$ cat src/rtl/sprite_blitter_if.sv
// Sprite blitter bus: draw request, sprite ROM port
// and framebuffer write port.
interface sprite_blitter_if #(
  parameter int SPR_W_LOG2 = 5,
  parameter int SPR_H_LOG2 = 6,
  parameter int COLOUR_W   = 3
);
  logic                           start;
  logic [8:0]                     x_in;
  logic [7:0]                     y_in;
  logic                           mirror;
  logic                           erase;
  logic [COLOUR_W-1:0]            bg_colour;
  logic [SPR_W_LOG2+SPR_H_LOG2-1:0] rom_addr;
  logic [COLOUR_W-1:0]            rom_data;
  logic [8:0]                     x_out;
  logic [7:0]                     y_out;
  logic [COLOUR_W-1:0]            colour_out;
  logic                           writeEn;
  logic                           busy;
  logic                           done;

  modport slave (
    input  start, x_in, y_in, mirror,
    input  erase, bg_colour, rom_data,
    output rom_addr, x_out, y_out,
    output colour_out, writeEn, busy, done
  );

  modport master (
    output start, x_in, y_in, mirror,
    output erase, bg_colour, rom_data,
    input  rom_addr, x_out, y_out,
    input  colour_out, writeEn, busy, done
  );
endinterface

$ cat src/rtl/sprite_blitter.sv
// Sprite blitter: walks a sprite ROM and emits one
// framebuffer write per cycle with key/clip/mirror/erase.
module sprite_blitter #(
  parameter int SPR_W_LOG2 = 5,
  parameter int SPR_H_LOG2 = 6,
  parameter int SCREEN_W   = 320,
  parameter int SCREEN_H   = 240,
  parameter int COLOUR_W   = 3,
  parameter int KEY_COLOUR = 0
) (
  input logic clk,
  input logic reset,
  sprite_blitter_if.slave bus
);
  localparam int AW = SPR_W_LOG2 + SPR_H_LOG2;

  typedef enum logic [1:0] {
    S_IDLE,
    S_RUN,
    S_DRAIN,
    S_DONE
  } state_t;

  state_t              r_state;
  logic [AW-1:0]       r_cnt;
  logic                r_drain;
  logic [8:0]          r_x0;
  logic [7:0]          r_y0;
  logic                r_mirror;
  logic                r_erase;
  logic [COLOUR_W-1:0] r_bg;
  logic                r_busy;
  logic                r_done;

  logic                r_s1_v;
  logic [9:0]          r_s1_x;
  logic [8:0]          r_s1_y;
  logic [8:0]          r_x_out;
  logic [7:0]          r_y_out;
  logic [COLOUR_W-1:0] r_colour;
  logic                r_we;

  logic [SPR_W_LOG2-1:0] w_col;
  logic [SPR_H_LOG2-1:0] w_row;
  logic [SPR_W_LOG2-1:0] w_col_src;
  logic [9:0]            w_x_sum;
  logic [8:0]            w_y_sum;
  logic                  w_opaque;
  logic                  w_onscreen;

  assign w_col     = r_cnt[SPR_W_LOG2-1:0];
  assign w_row     = r_cnt[AW-1:SPR_W_LOG2];
  assign w_col_src = r_mirror ? ~w_col : w_col;
  assign w_x_sum   = {1'b0, r_x0} + 10'(w_col);
  assign w_y_sum   = {1'b0, r_y0} + 9'(w_row);

  assign w_opaque   = bus.rom_data
                   != COLOUR_W'(KEY_COLOUR);
  assign w_onscreen = (r_s1_x < 10'(SCREEN_W))
                   && (r_s1_y < 9'(SCREEN_H));

  assign bus.rom_addr = (r_state == S_RUN)
                      ? {w_row, w_col_src} : '0;

  assign bus.x_out      = r_x_out;
  assign bus.y_out      = r_y_out;
  assign bus.colour_out = r_colour;
  assign bus.writeEn    = r_we;
  assign bus.busy       = r_busy;
  assign bus.done       = r_done;

  // Control FSM: latch request, count pixels, drain, pulse done.
  always_ff @(posedge clk) begin
    if (reset) begin
      r_state  <= S_IDLE;
      r_cnt    <= '0;
      r_drain  <= 1'b0;
      r_x0     <= '0;
      r_y0     <= '0;
      r_mirror <= 1'b0;
      r_erase  <= 1'b0;
      r_bg     <= '0;
      r_busy   <= 1'b0;
      r_done   <= 1'b0;
    end else begin
      unique case (r_state)
        S_IDLE: begin
          if (bus.start) begin
            r_state  <= S_RUN;
            r_cnt    <= '0;
            r_x0     <= bus.x_in;
            r_y0     <= bus.y_in;
            r_mirror <= bus.mirror;
            r_erase  <= bus.erase;
            r_bg     <= bus.bg_colour;
            r_busy   <= 1'b1;
          end
        end
        S_RUN: begin
          r_cnt <= r_cnt + 1'b1;
          if (r_cnt == '1) begin
            r_state <= S_DRAIN;
            r_drain <= 1'b0;
          end
        end
        S_DRAIN: begin
          r_drain <= 1'b1;
          if (r_drain) begin
            r_state <= S_DONE;
            r_done  <= 1'b1;
          end
        end
        S_DONE: begin
          r_state <= S_IDLE;
          r_done  <= 1'b0;
          r_busy  <= 1'b0;
        end
      endcase
    end
  end

  // Two-stage write pipeline aligned with the ROM latency.
  always_ff @(posedge clk) begin
    if (reset) begin
      r_s1_v   <= 1'b0;
      r_s1_x   <= '0;
      r_s1_y   <= '0;
      r_x_out  <= '0;
      r_y_out  <= '0;
      r_colour <= '0;
      r_we     <= 1'b0;
    end else begin
      r_s1_v   <= (r_state == S_RUN);
      r_s1_x   <= w_x_sum;
      r_s1_y   <= w_y_sum;
      r_x_out  <= r_s1_x[8:0];
      r_y_out  <= r_s1_y[7:0];
      r_colour <= r_erase ? r_bg : bus.rom_data;
      r_we     <= r_s1_v && w_opaque && w_onscreen;
    end
  end
endmodule

$ cat src/flat_wrapper.sv
// flat-port wrapper written by rule: the top's interface ports become plain ports
module sprite_blitter_flat 
#(
  parameter int SPR_W_LOG2 = 5,
  parameter int SPR_H_LOG2 = 6,
  parameter int SCREEN_W   = 320,
  parameter int SCREEN_H   = 240,
  parameter int COLOUR_W   = 3,
  parameter int KEY_COLOUR = 0
)
  (clk, reset, bus_start, bus_x_in, bus_y_in, bus_mirror, bus_erase, bus_bg_colour, bus_rom_data, bus_rom_addr, bus_x_out, bus_y_out, bus_colour_out, bus_writeEn, bus_busy, bus_done);
  sprite_blitter_if #(.SPR_W_LOG2(SPR_W_LOG2), .SPR_H_LOG2(SPR_H_LOG2), .COLOUR_W(COLOUR_W)) bus_i ();
  input logic clk;
  input logic reset;
  input wire logic [$bits(bus_i.start)-1:0] bus_start;
  input wire logic [$bits(bus_i.x_in)-1:0] bus_x_in;
  input wire logic [$bits(bus_i.y_in)-1:0] bus_y_in;
  input wire logic [$bits(bus_i.mirror)-1:0] bus_mirror;
  input wire logic [$bits(bus_i.erase)-1:0] bus_erase;
  input wire logic [$bits(bus_i.bg_colour)-1:0] bus_bg_colour;
  input wire logic [$bits(bus_i.rom_data)-1:0] bus_rom_data;
  output wire logic [$bits(bus_i.rom_addr)-1:0] bus_rom_addr;
  output wire logic [$bits(bus_i.x_out)-1:0] bus_x_out;
  output wire logic [$bits(bus_i.y_out)-1:0] bus_y_out;
  output wire logic [$bits(bus_i.colour_out)-1:0] bus_colour_out;
  output wire logic [$bits(bus_i.writeEn)-1:0] bus_writeEn;
  output wire logic [$bits(bus_i.busy)-1:0] bus_busy;
  output wire logic [$bits(bus_i.done)-1:0] bus_done;
  assign bus_i.start = bus_start;
  assign bus_i.x_in = bus_x_in;
  assign bus_i.y_in = bus_y_in;
  assign bus_i.mirror = bus_mirror;
  assign bus_i.erase = bus_erase;
  assign bus_i.bg_colour = bus_bg_colour;
  assign bus_i.rom_data = bus_rom_data;
  assign bus_rom_addr = bus_i.rom_addr;
  assign bus_x_out = bus_i.x_out;
  assign bus_y_out = bus_i.y_out;
  assign bus_colour_out = bus_i.colour_out;
  assign bus_writeEn = bus_i.writeEn;
  assign bus_busy = bus_i.busy;
  assign bus_done = bus_i.done;
  sprite_blitter #(.SPR_W_LOG2(SPR_W_LOG2), .SPR_H_LOG2(SPR_H_LOG2), .SCREEN_W(SCREEN_W), .SCREEN_H(SCREEN_H), .COLOUR_W(COLOUR_W), .KEY_COLOUR(KEY_COLOUR)) u_core (.clk(clk), .reset(reset), .bus(bus_i));
endmodule
$ cat config.mk
export PLATFORM = sky130hd
export DESIGN_NAME = sprite_blitter_flat
export DESIGN_NICKNAME = d
export VERILOG_FILES = /design/src/rtl/sprite_blitter_if.sv /design/src/rtl/sprite_blitter.sv /design/src/flat_wrapper.sv
export SDC_FILE = /design/constraint.sdc
export NUM_CORES = 1
export LEC_CHECK = 0
export ABC_AREA = 0
export ABC_CLOCK_PERIOD_IN_PS = 2700
export BUFFER_PORTS_ARGS = -buffer_cell sky130_fd_sc_hd__buf_4
export CAP_MARGIN = 20
export CORE_MARGIN = 4
export CORE_UTILIZATION = 55
export DETAILED_ROUTE_END_ITERATION = 10
export GPL_TIMING_DRIVEN = 0
export PLACE_DENSITY_LB_ADDON = 0.1
export SYNTH_ARGS = -nofsm -noshare
export SYNTH_HDL_FRONTEND = slang
export SYNTH_SLANG_ARGS = --single-unit
$ cat constraint.sdc
create_clock -name clk -period 2.7 [get_ports clk]
set_input_delay 0.135 -clock clk [delete_from_list [all_inputs] [get_ports clk]]
set_output_delay 0.135 -clock clk [all_outputs]
set_load 0.03 [all_outputs]
==> results of run 1 <==
## registers in the layout (all words and copies together) (netlist names), 3 cells and up
register and count:
u_core.r_x0 9, u_core.bus.y_out 8, u_core.r_y0 8, u_core.r_bg 3, u_core.r_s1_y 9, u_core.r_cnt 11, u_core.r_s1_x 10, u_core.bus.colour_out 3
u_core.bus.x_out 9
## report_power, final
part / internal, mW / switching, mW / total [mW]
clock: 0.440 / 0.452 / 0.892
combinational: 0.302 / 0.479 / 0.781
sequential: 1.31 / 0.0851 / 1.39
total: 2.05 / 1.02 / 3.06
## synthesized netlist by cell type, types with 6 or more instances
cell type	number
ha_1	17
nor2_1	26
dfxtp_1	79
inv_1	8
nand2b_1	6
a21oi_1	31
and2_1	11
nand2_1	60
nor2b_1	28
o21ai_0	11
clkbuf_1	13
nor3_1	11
a211oi_1	8
xnor2_1	8
## stage by stage
step | std cells | cell area (um2) | setup WS (ns) | power [mW] | hold slack (ns)
after CTS | 536 | 4200 | 0.641 | 3.08 | 0.0146
after floorplan | 384 | 3440 | 0.825 | 1.95 | 0.271
final | 536 | 4200 | 0.646 | 3.06 | 0.0226
after detailed placement | 520 | 4000 | 0.667 | 2.20 | 0.391
after global routing | 536 | 4200 | 0.502 | 3.24 | 0.0281
after global placement | 520 | 4000 | 0.699 | 2.17 | 0.382
## layout make-up
class	count	area share [%]
multi-input cells	280	42.1
flip-flops and latches	79	37.7
repair buffers	61	10.9
clock buffers	9	2.95
well taps	75	2.23
clock inverters	7	1.91
plain buffers	17	1.55
inverters	8	0.715
## per-layer routing
metal / global-route usage (%) / share of wire (%) / vias to the layer above / wire length, um
met4: 8.79 / 1.9 / 0 / 141
met3: 3.60 / 6.1 / 13 / 464
met2: 33.5 / 46 / 75 / 3470
met5: 0 / 0 / - / 0
met1: 27.7 / 46 / 1323 / 3480
li1: - / - / 1455 / -
## cells by family after synthesis
family	after synthesis
AO/OA/AOI/OAI	69
buffers and inverters	25
adder cells (fa/ha/maj)	19
XOR/XNOR	13
flip-flops	79
multiplexers	7
AND/OR/NAND/NOR	172
## worst max path at each step
stage / startpoint / to / depth (start not counted)
after floorplan: u_core.r_cnt[0] / u_core.r_s1_x[6] / 6
after global placement: u_core.r_cnt[0] / u_core.r_s1_x[6] / 6
after detailed placement: u_core.r_cnt[0] / u_core.r_s1_x[6] / 6
after CTS: u_core.r_cnt[0] / u_core.r_s1_x[6] / 6
after global routing: u_core.r_state[1] / u_core.r_cnt[7] / 8
final: u_core.r_cnt[0] / u_core.r_s1_x[6] / 6
## worst max-delay path, delay by kind of cell, from the launching register on
kind | cells | cell delay, ns
DFF | 1 | 0.38
muxes | 1 | 0.35
AOI/OAI and AO/OA | 2 | 0.43
and+or+nand+nor | 1 | 0.11
adders and majority gates | 2 | 0.68
==> metrics.txt, run 1 <==
Setup Skew=about 0.01 ns; largest family of logic cells by synthesized area=simple AND/OR/NAND/NOR gates; Die Height=roughly 87 um; Final Util=70.1%; Register Area=1580 um2; RSZ-0062 raised after global routing=no; worst skew pair latency=between 0.3 and 0.4 ns; initial antenna violation count=0; clk slew on worst S/H paths=roughly 0.09 ns; first-pass GRT wire length=12,400 um; fin crit share=around 76%; syn nets=about 430; GRT Total Usage=20.9%; # port buffers=61; hold_sp=bus_x_in[7]; Critical Setup Path Class=reg2reg; crit path launch type=register; RR Startpoint=u_core.r_cnt[0]; Mapped Cells=~380; CP max stage delay=roughly 0.43 ns; Placer Congestion=just over 0.8; H-Tree Level Count=3; # setup viols final=0; critical path endpoint category=register; CP Max Fanout=6; CP Cell Sequence=ha_1 > fa_1 > a211oi_1 > nor2_1 > o21ai_0 > mux2_2; die area=~7600 um2; Final #Nets=~500; Seq/Total Area, Yosys=between 40% and 50%; Ys Warns=0; synthesized cell area=roughly 3400 um2; routed via count=roughly 2,900; dpl hpwl=5640 um; core region area=between 5000 and 6000 um2; Power Density=729 nW/um2; cts hold-fix bufs=0; minimum clock period=a little over 2 ns; layout cell share with drive strength beyond 1=roughly a fifth; Post-synth EDFFs=0; drt pass-1 iters=4; wire per inst=14.1 um; hold path endpoint=u_core.r_x0[7]; post-cts gate resize count=0; root buffer cell=clkbuf_8; commonest register cell after synthesis=dfxtp_1; Area growth syn-to-layout=21.9%; mux cell area share after synthesis=between 2 and 2.5%; max cap viols=0; Critical-path top delay cell=fa_1; n_diodes=0; R2R Setup Slk=between 0.6 and 0.7 ns; DRT iter0 DRCs=about 170; gr ovfl total=0; syn_area_per_cell=around 9 um2; hold crit path type=in2reg; Multi-input gate area=1770 um2; #FFs+latches synth=79; CTS buffer count=9; max-slew violations=0; Max Freq=~500 MHz; final hold vios=0; Area contributors post-synth=dfxtp_1 46%, nand2_1 6.5%, ha_1 6.2%, nor2b_1 5.1%, a21oi_1 4.5%; DRC errors left=0; final wirelength=7560 um; Synth Area in Simple Gates=about a quarter; RR Endpoint=u_core.r_s1_x[6]; Critical Path AT=around 2.3 ns; vias per inst=between 5 and 6; Worst Hold Depth=3; actual slew at the worst max-slew pin=~0.65 ns; post-CTS setup buffers=0; worst endpoint required time=~2.9 ns; Compound-Gate Fraction of Synth Area=approximately 13%; post-synthesis cell type count=46; Leak=roughly 1.8 nW; Starting Density=a little under three fifths; Die W=approximately 87 um; Max-Slew Margin vs Limit=a little under three fifths; VDD IR max=between 0.4 and 0.5 mV; cell taking the most area after synthesis=dfxtp_1; status=finished, final reports clean; XOR/XNOR Fraction of Synth Area=under 10%; ys async rst share=0%; reg2reg path depth=6; CTS tree=yes; io pins=62; # rows=28; largest net degree at the start of global routing=16; most frequent cells in the layout=79 x dfxtp_1, 61 x buf_4, 60 x nand2_1; fraction of post-synthesis cell area in the top cell type by area=between 40% and 50%; final antenna-violating net count=0; fillers=slightly below 500; Clock Sinks=79; Adder-Cell Fraction of Synth Area=about 7.3%; number of global-route vias before repair=~2,700; commonest non-fill, non-tap cell in the layout=dfxtp_1; CTS max path bufs=2; Fin Setup TNS=0 ns
No activity file was read; power rests on OpenSTA's default activity.
==> inputs of run 2 (changes only) <==
Settings changed: ABC_CLOCK_PERIOD_IN_PS 2700 to 1750, CORE_UTILIZATION 55 to 50.
Clock period 2.7 ns to 1.75 ns, I/O delays scaled along.
==> metrics.txt, run 2 (synthesis results as in run 1) <==
dpl cell area=4000 um2 (+0.19%); root buffer cell=clkbuf_8; max cap viols=0 (unchanged); Setup Skew=0.00804 ns (-0.00187 ns); Finished Cell Area=4730 um2 (+13%); crit path capture=u_core.r_s1_x[6]; CP Max Fanout=3 (-3); hold crit path type=in2reg; RSZ-0062 raised after global routing=yes; io pins=62 (unchanged); Placer Congestion=0.833 (+2.3%); Die Height=91.0 um (+4.4%); most frequent cells in the layout=69 x buf_4, 67 x dfxtp_1, 59 x nand2_1; Max Freq=568 MHz (+17%); max FFs per register=11 (unchanged); placed insts=522 (+0.38%); DRT iter0 DRCs=163 (-3.0%); minimum clock period=1.76 ns (-0.293 ns); Biggest register=u_core.r_cnt; CTS buffer count=9 (unchanged); # setup viols final=1 (+1); RR Endpoint=u_core.r_s1_x[6]; CTS tree=yes; # rows=29 (+3.6%); Max-Slew Margin vs Limit=59.6% (+3.3 points); gr ovfl total=0 (unchanged); Fin Setup TNS=-0.0111 ns (-0.0111 ns); die area=8280 um2 (+9.1%); hold_ws=0.00856 ns (-0.0140 ns); Leak=1.95 nW (+10%); GRT Total Usage=21.1% (+0.28 points); DRC errors left=0 (unchanged); R2R Setup Slk=-0.01 ns (-0.66 ns); H-Tree Level Count=3 (unchanged); RR Startpoint=u_core.r_cnt[0]; reg2reg path depth=6 (unchanged); first-pass GRT wire length=14,100 um (+14%); Regs by FF count=u_core.r_cnt: 11 flops, u_core.r_s1_x: 10 flops; Starting Density=52.7% (-4.8 points); n_diodes=0 (unchanged); final antenna-violating net count=0 (unchanged); status=finished with violations; commonest non-fill, non-tap cell in the layout=buf_4; wire per inst=15.3 um (+8.6%); VDD IR max=0.540 mV (+27%); drt pass-1 iters=5 (+1); routed via count=3,057 (+6.7%); dpl hpwl=5820 um (+3.1%); # port buffers=61 (unchanged); failing checks=setup timing; final hold vios=0 (unchanged); Worst Setup SP=u_core.r_cnt[0]; worst skew pair latency=0.36 ns (about the same); initial antenna violation count=0 (unchanged); core region area=6530 um2 (+9.0%); vias per inst=5.37 (+0.48%); layout cell share with drive strength beyond 1=28.5% (+9.8 points); clk slew on worst S/H paths=0.08 ns (about the same); Area growth syn-to-layout=37.5%; number of global-route vias before repair=2,936 (+11%); Critical Setup Path Class=reg2reg; Die W=91.0 um (+4.4%); max-slew violations=0 (unchanged); worst endpoint required time=2.00 ns (-0.94 ns); Critical Path AT=2.01 ns (-0.28 ns); final worst slack=-0.0111 ns (-0.657 ns); actual slew at the worst max-slew pin=0.606 ns (-0.0482 ns); CTS max path bufs=2 (unchanged); critical path endpoint category=register; largest net degree at the start of global routing=15 (-1); Clock Sinks=79 (unchanged); crit path launch type=register; Final #Nets=534 (+6.2%); fin crit share=101% (+25 points); Power Density=1080 nW/um2 (+48%); Non-Filler Instances=569 (+6.2%); final wirelength=8720 um (+15%)
-- run 2: worst max-delay path: stages, from the launching register on --
cell      delay [ns]
dfxtp_4         0.38
ha_4            0.18
fa_2            0.35
a211oi_2        0.23
nor2_2          0.09
o21ai_2         0.13
mux2_4          0.30
-- run 2: what timing repair did --
item,in CTS,in global routing
gates resized for setup,40,29
hold endpoints to repair,23,0
setup buffers,3,5
hold buffers,23,0
cloned,0,0
setup endpoints to repair,28,45
pin swaps,5,9
-- run 2: metal layers --
metal	vias to the layer above	share of wire, %	track usage (%)
met1	1412	42	26.9
met4	0	1.7	5.78
li1	1522	-	-
met5	-	0	0
met2	106	50	35.8
met3	17	6.6	5.21
-- run 2: worst min-delay path by stage --
stage | startpoint | endpoint | slack [ns] | cells past startpoint
final | bus_rom_data[1] | u_core.bus.colour_out[1] | 0.009 | 3
after global routing | bus_y_in[0] | u_core.r_y0[0] | 0.02 | 3
after CTS | bus_rom_data[1] | u_core.bus.colour_out[1] | 0.004 | 3
after detailed placement | bus_x_in[1] | u_core.r_x0[1] | 0.34 | 3
after global placement | bus_x_in[4] | u_core.r_x0[4] | 0.34 | 3
after floorplan | bus_bg_colour[0] | u_core.r_bg[0] | 0.22 | 2
-- run 2: power by group --
group | internal [mW] | switching, mW
logic | 0.628 | 0.817
clock network | 0.813 | 0.697
registers | 2.02 | 0.146
total | 3.46 | 1.66
-- run 2: per-stage QoR --
| stage | power, mW | util [%] | worst slack (ns) |
|---|---|---|---|
| after floorplan | 3.01 | - | 0.00276 |
| after global placement | 3.35 | 61.3 | -0.205 |
| after detailed placement | 3.39 | 61.3 | -0.230 |
| after CTS | 5.00 | 70.6 | -0.000324 |
| after global routing | 5.38 | 72.5 | -0.0534 |
| final | 5.12 | 72.5 | -0.0111 |
-- run 2: area by class of cell --
cell class	count	area [um2]
buffer	17	90.1
multi-input combinational	280	1940
inverter	8	30.0
timing repair buffer	92	748
tap	77	96.3
clock buffer	10	128
clock inverter	6	92.6
sequential	79	1610
fill	504	1800
==> inputs of run 3 (changes only) <==
Settings changed: ABC_CLOCK_PERIOD_IN_PS 1750 to default.
Clock period 1.75 ns to 1.45 ns, I/O delays scaled along.
==> metrics.txt, run 3 (synthesis results as in run 1) <==
H-Tree Level Count=3 (unchanged); CP bufs+invs=0 (unchanged); largest net degree at the start of global routing=16 (+1); most frequent cells in the layout=84 x buf_4, 63 x dfxtp_1, 57 x nand2_1; Die W=91.0 um (unchanged); CTS tree=yes; fin crit share=127% (+26 points); Max-Slew Margin vs Limit=52.3% (-7.3 points); final antenna-violating net count=0 (unchanged); root buffer cell=clkbuf_8; crit path launch type=register; Biggest register=u_core.r_cnt; fillers=362 (-28%); clock network power share=25.4% (-4.1 points); Leak=2.24 nW (+14%); Sequential Power Share=39.5% (-2.7 points); dpl hpwl=5740 um (-1.3%); final wirelength=10,600 um (+22%); commonest non-fill, non-tap cell in the layout=buf_4; worst skew pair latency=0.36 ns (about the same); Final #Nets=566 (+6.0%); # setup viols final=33 (+32); dpl ws=-0.396 ns (-0.166 ns); Critical Setup Path Class=reg2reg; placed insts=522 (unchanged); Clock Sinks=79 (unchanged); Final Util=81.9% (+9.4 points); Switching Fraction=35.2% (+2.7 points); Max Freq=543 MHz (-4.3%); actual slew at the worst max-slew pin=0.716 ns (+0.110 ns); Power Density=1260 nW/um2 (+17%); # port buffers=61 (unchanged); failing checks=setup timing; wire per inst=17.7 um (+15%); top cell family by delay on the critical path=simple AND/OR/NAND/NOR gates; Metal-1 WL=4270 um (+17%); Non-Filler Instances=601 (+5.6%); RSZ-0062 raised after global routing=yes; RR Startpoint=u_core.r_cnt[8]; Placer Congestion=0.821 (-1.5%); CTS buffer count=9 (unchanged); CP Max Fanout=5 (+2); Critical-path top delay cell=or4b_1; metal2 WL=5280 um (+21%); GRT Total Usage=23.5% (+2.3 points); Multi-input gate area=2210 um2 (+14%); first-pass GRT wire length=15,500 um (+9.4%); CP max stage delay=0.51 ns (+0.13 ns); worst endpoint required time=1.72 ns (-0.28 ns); core region area=6530 um2 (unchanged); Power Total=6.76 mW (+32%); DRT iter0 DRCs=166 (+1.8%); Die Height=91.0 um (unchanged); n_diodes=0 (unchanged); VDD IR max=0.885 mV (+64%); Setup Skew=0.0135 ns (+0.00542 ns); Starting Density=52.7% (unchanged); die area=8280 um2 (unchanged); Area growth syn-to-layout=55.3%; CTS max path bufs=2 (unchanged); Fin Setup TNS=-4.20 ns (-4.19 ns); drt pass-1 iters=4 (-1); final worst slack=-0.390 ns (-0.379 ns); top layer used by detailed routing=met4; Regs by FF count=u_core.r_cnt: 11 flops, u_core.r_s1_x: 10 flops; max FFs per register=11 (unchanged); status=finished with violations; Worst Setup SP=u_core.r_cnt[8]; internal power=4.38 mW (+27%); dpl cell area=4160 um2 (+3.8%); gr ovfl total=0 (unchanged); max-slew violations=0 (unchanged); DR WL met3=645 um (+13%); CP Cell Sequence=nand4_1 > o41ai_4 > or4b_1 > o31ai_1; number of global-route vias before repair=3,239 (+10%); # rows=29 (unchanged); initial antenna violation count=0 (unchanged); clk slew on worst S/H paths=0.09 ns (about the same); minimum clock period=1.84 ns (+0.0794 ns); Psw=2.38 mW (+43%); hold_sp=bus_start; Register Area=1620 um2 (+0.62%); vias per inst=5.62 (+4.5%); routed via count=3,375 (+10%); DRC errors left=0 (unchanged); final hold vios=0 (unchanged); hold_ws=0.167 ns (+0.158 ns); hold crit path type=in2reg; critical path endpoint category=register; Finished Cell Area=5350 um2 (+13%); io pins=62 (unchanged); combinational share of power=35.1% (+6.9 points); Critical Path AT=2.11 ns (+0.10 ns); layout cell share with drive strength beyond 1=41.2% (+13 points); max cap viols=0 (unchanged)
[run 3: worst register-to-register path, delay by kind of cell, from the launching register on]
kind / cells / cell delay (ns)
AOI/OAI and AO/OA: 2 / 0.52
DFF: 1 / 0.44
and+or+nand+nor: 2 / 0.80
[run 3: path summary, 6_finish.rpt]
| path | endpoint | slack, ns | depth (start not counted) |
|---|---|---|---|
| worst max-delay path | u_core.r_state[0] | -0.39 | 4 |
| worst min-delay path | u_core.r_y0[3] | 0.17 | 4 |
| worst max register to register | u_core.r_state[0] | -0.39 | 4 |
| worst min register to register | u_core.bus.y_out[3] | 0.44 | 1 |
[run 3: timing repair]
item	4_1_cts	5_1_grt
setup endpoints to repair	54	61
resized for setup	81	51
pin swaps	27	27
hold buffers	25	0
gates cloned	2	0
buffers inserted	21	20
endpoints found under the hold margin	25	0
[run 3: power groups by stage]
stage	Clock (mW)	Sequential, mW	Combinational (mW)
global placement	0	2.65	1.53
CTS	1.71	2.63	2.04
floorplan	0	2.72	1.03
finish	1.72	2.67	2.37
detailed placement	0	2.66	1.57
global route	1.83	2.70	2.54
[run 3: layout make-up]
type                    count  area share [%]
clock buffers               9            2.32
clock inverters             7            1.50
multi-input cells         280            41.3
flip-flops and latches     79            30.3
well taps                  77            1.80
repair buffers            126            20.3
plain buffers              15            1.78
inverters                   8           0.702
[run 3: layer usage]
| metal | track usage, % | up-vias |
|---|---|---|
| li1 | - | 1590 |
| met1 | 29.4 | 1597 |
| met2 | 37.9 | 143 |
| met3 | 4.30 | 45 |
| met4 | 13.7 | 0 |
| met5 | 0 | - |
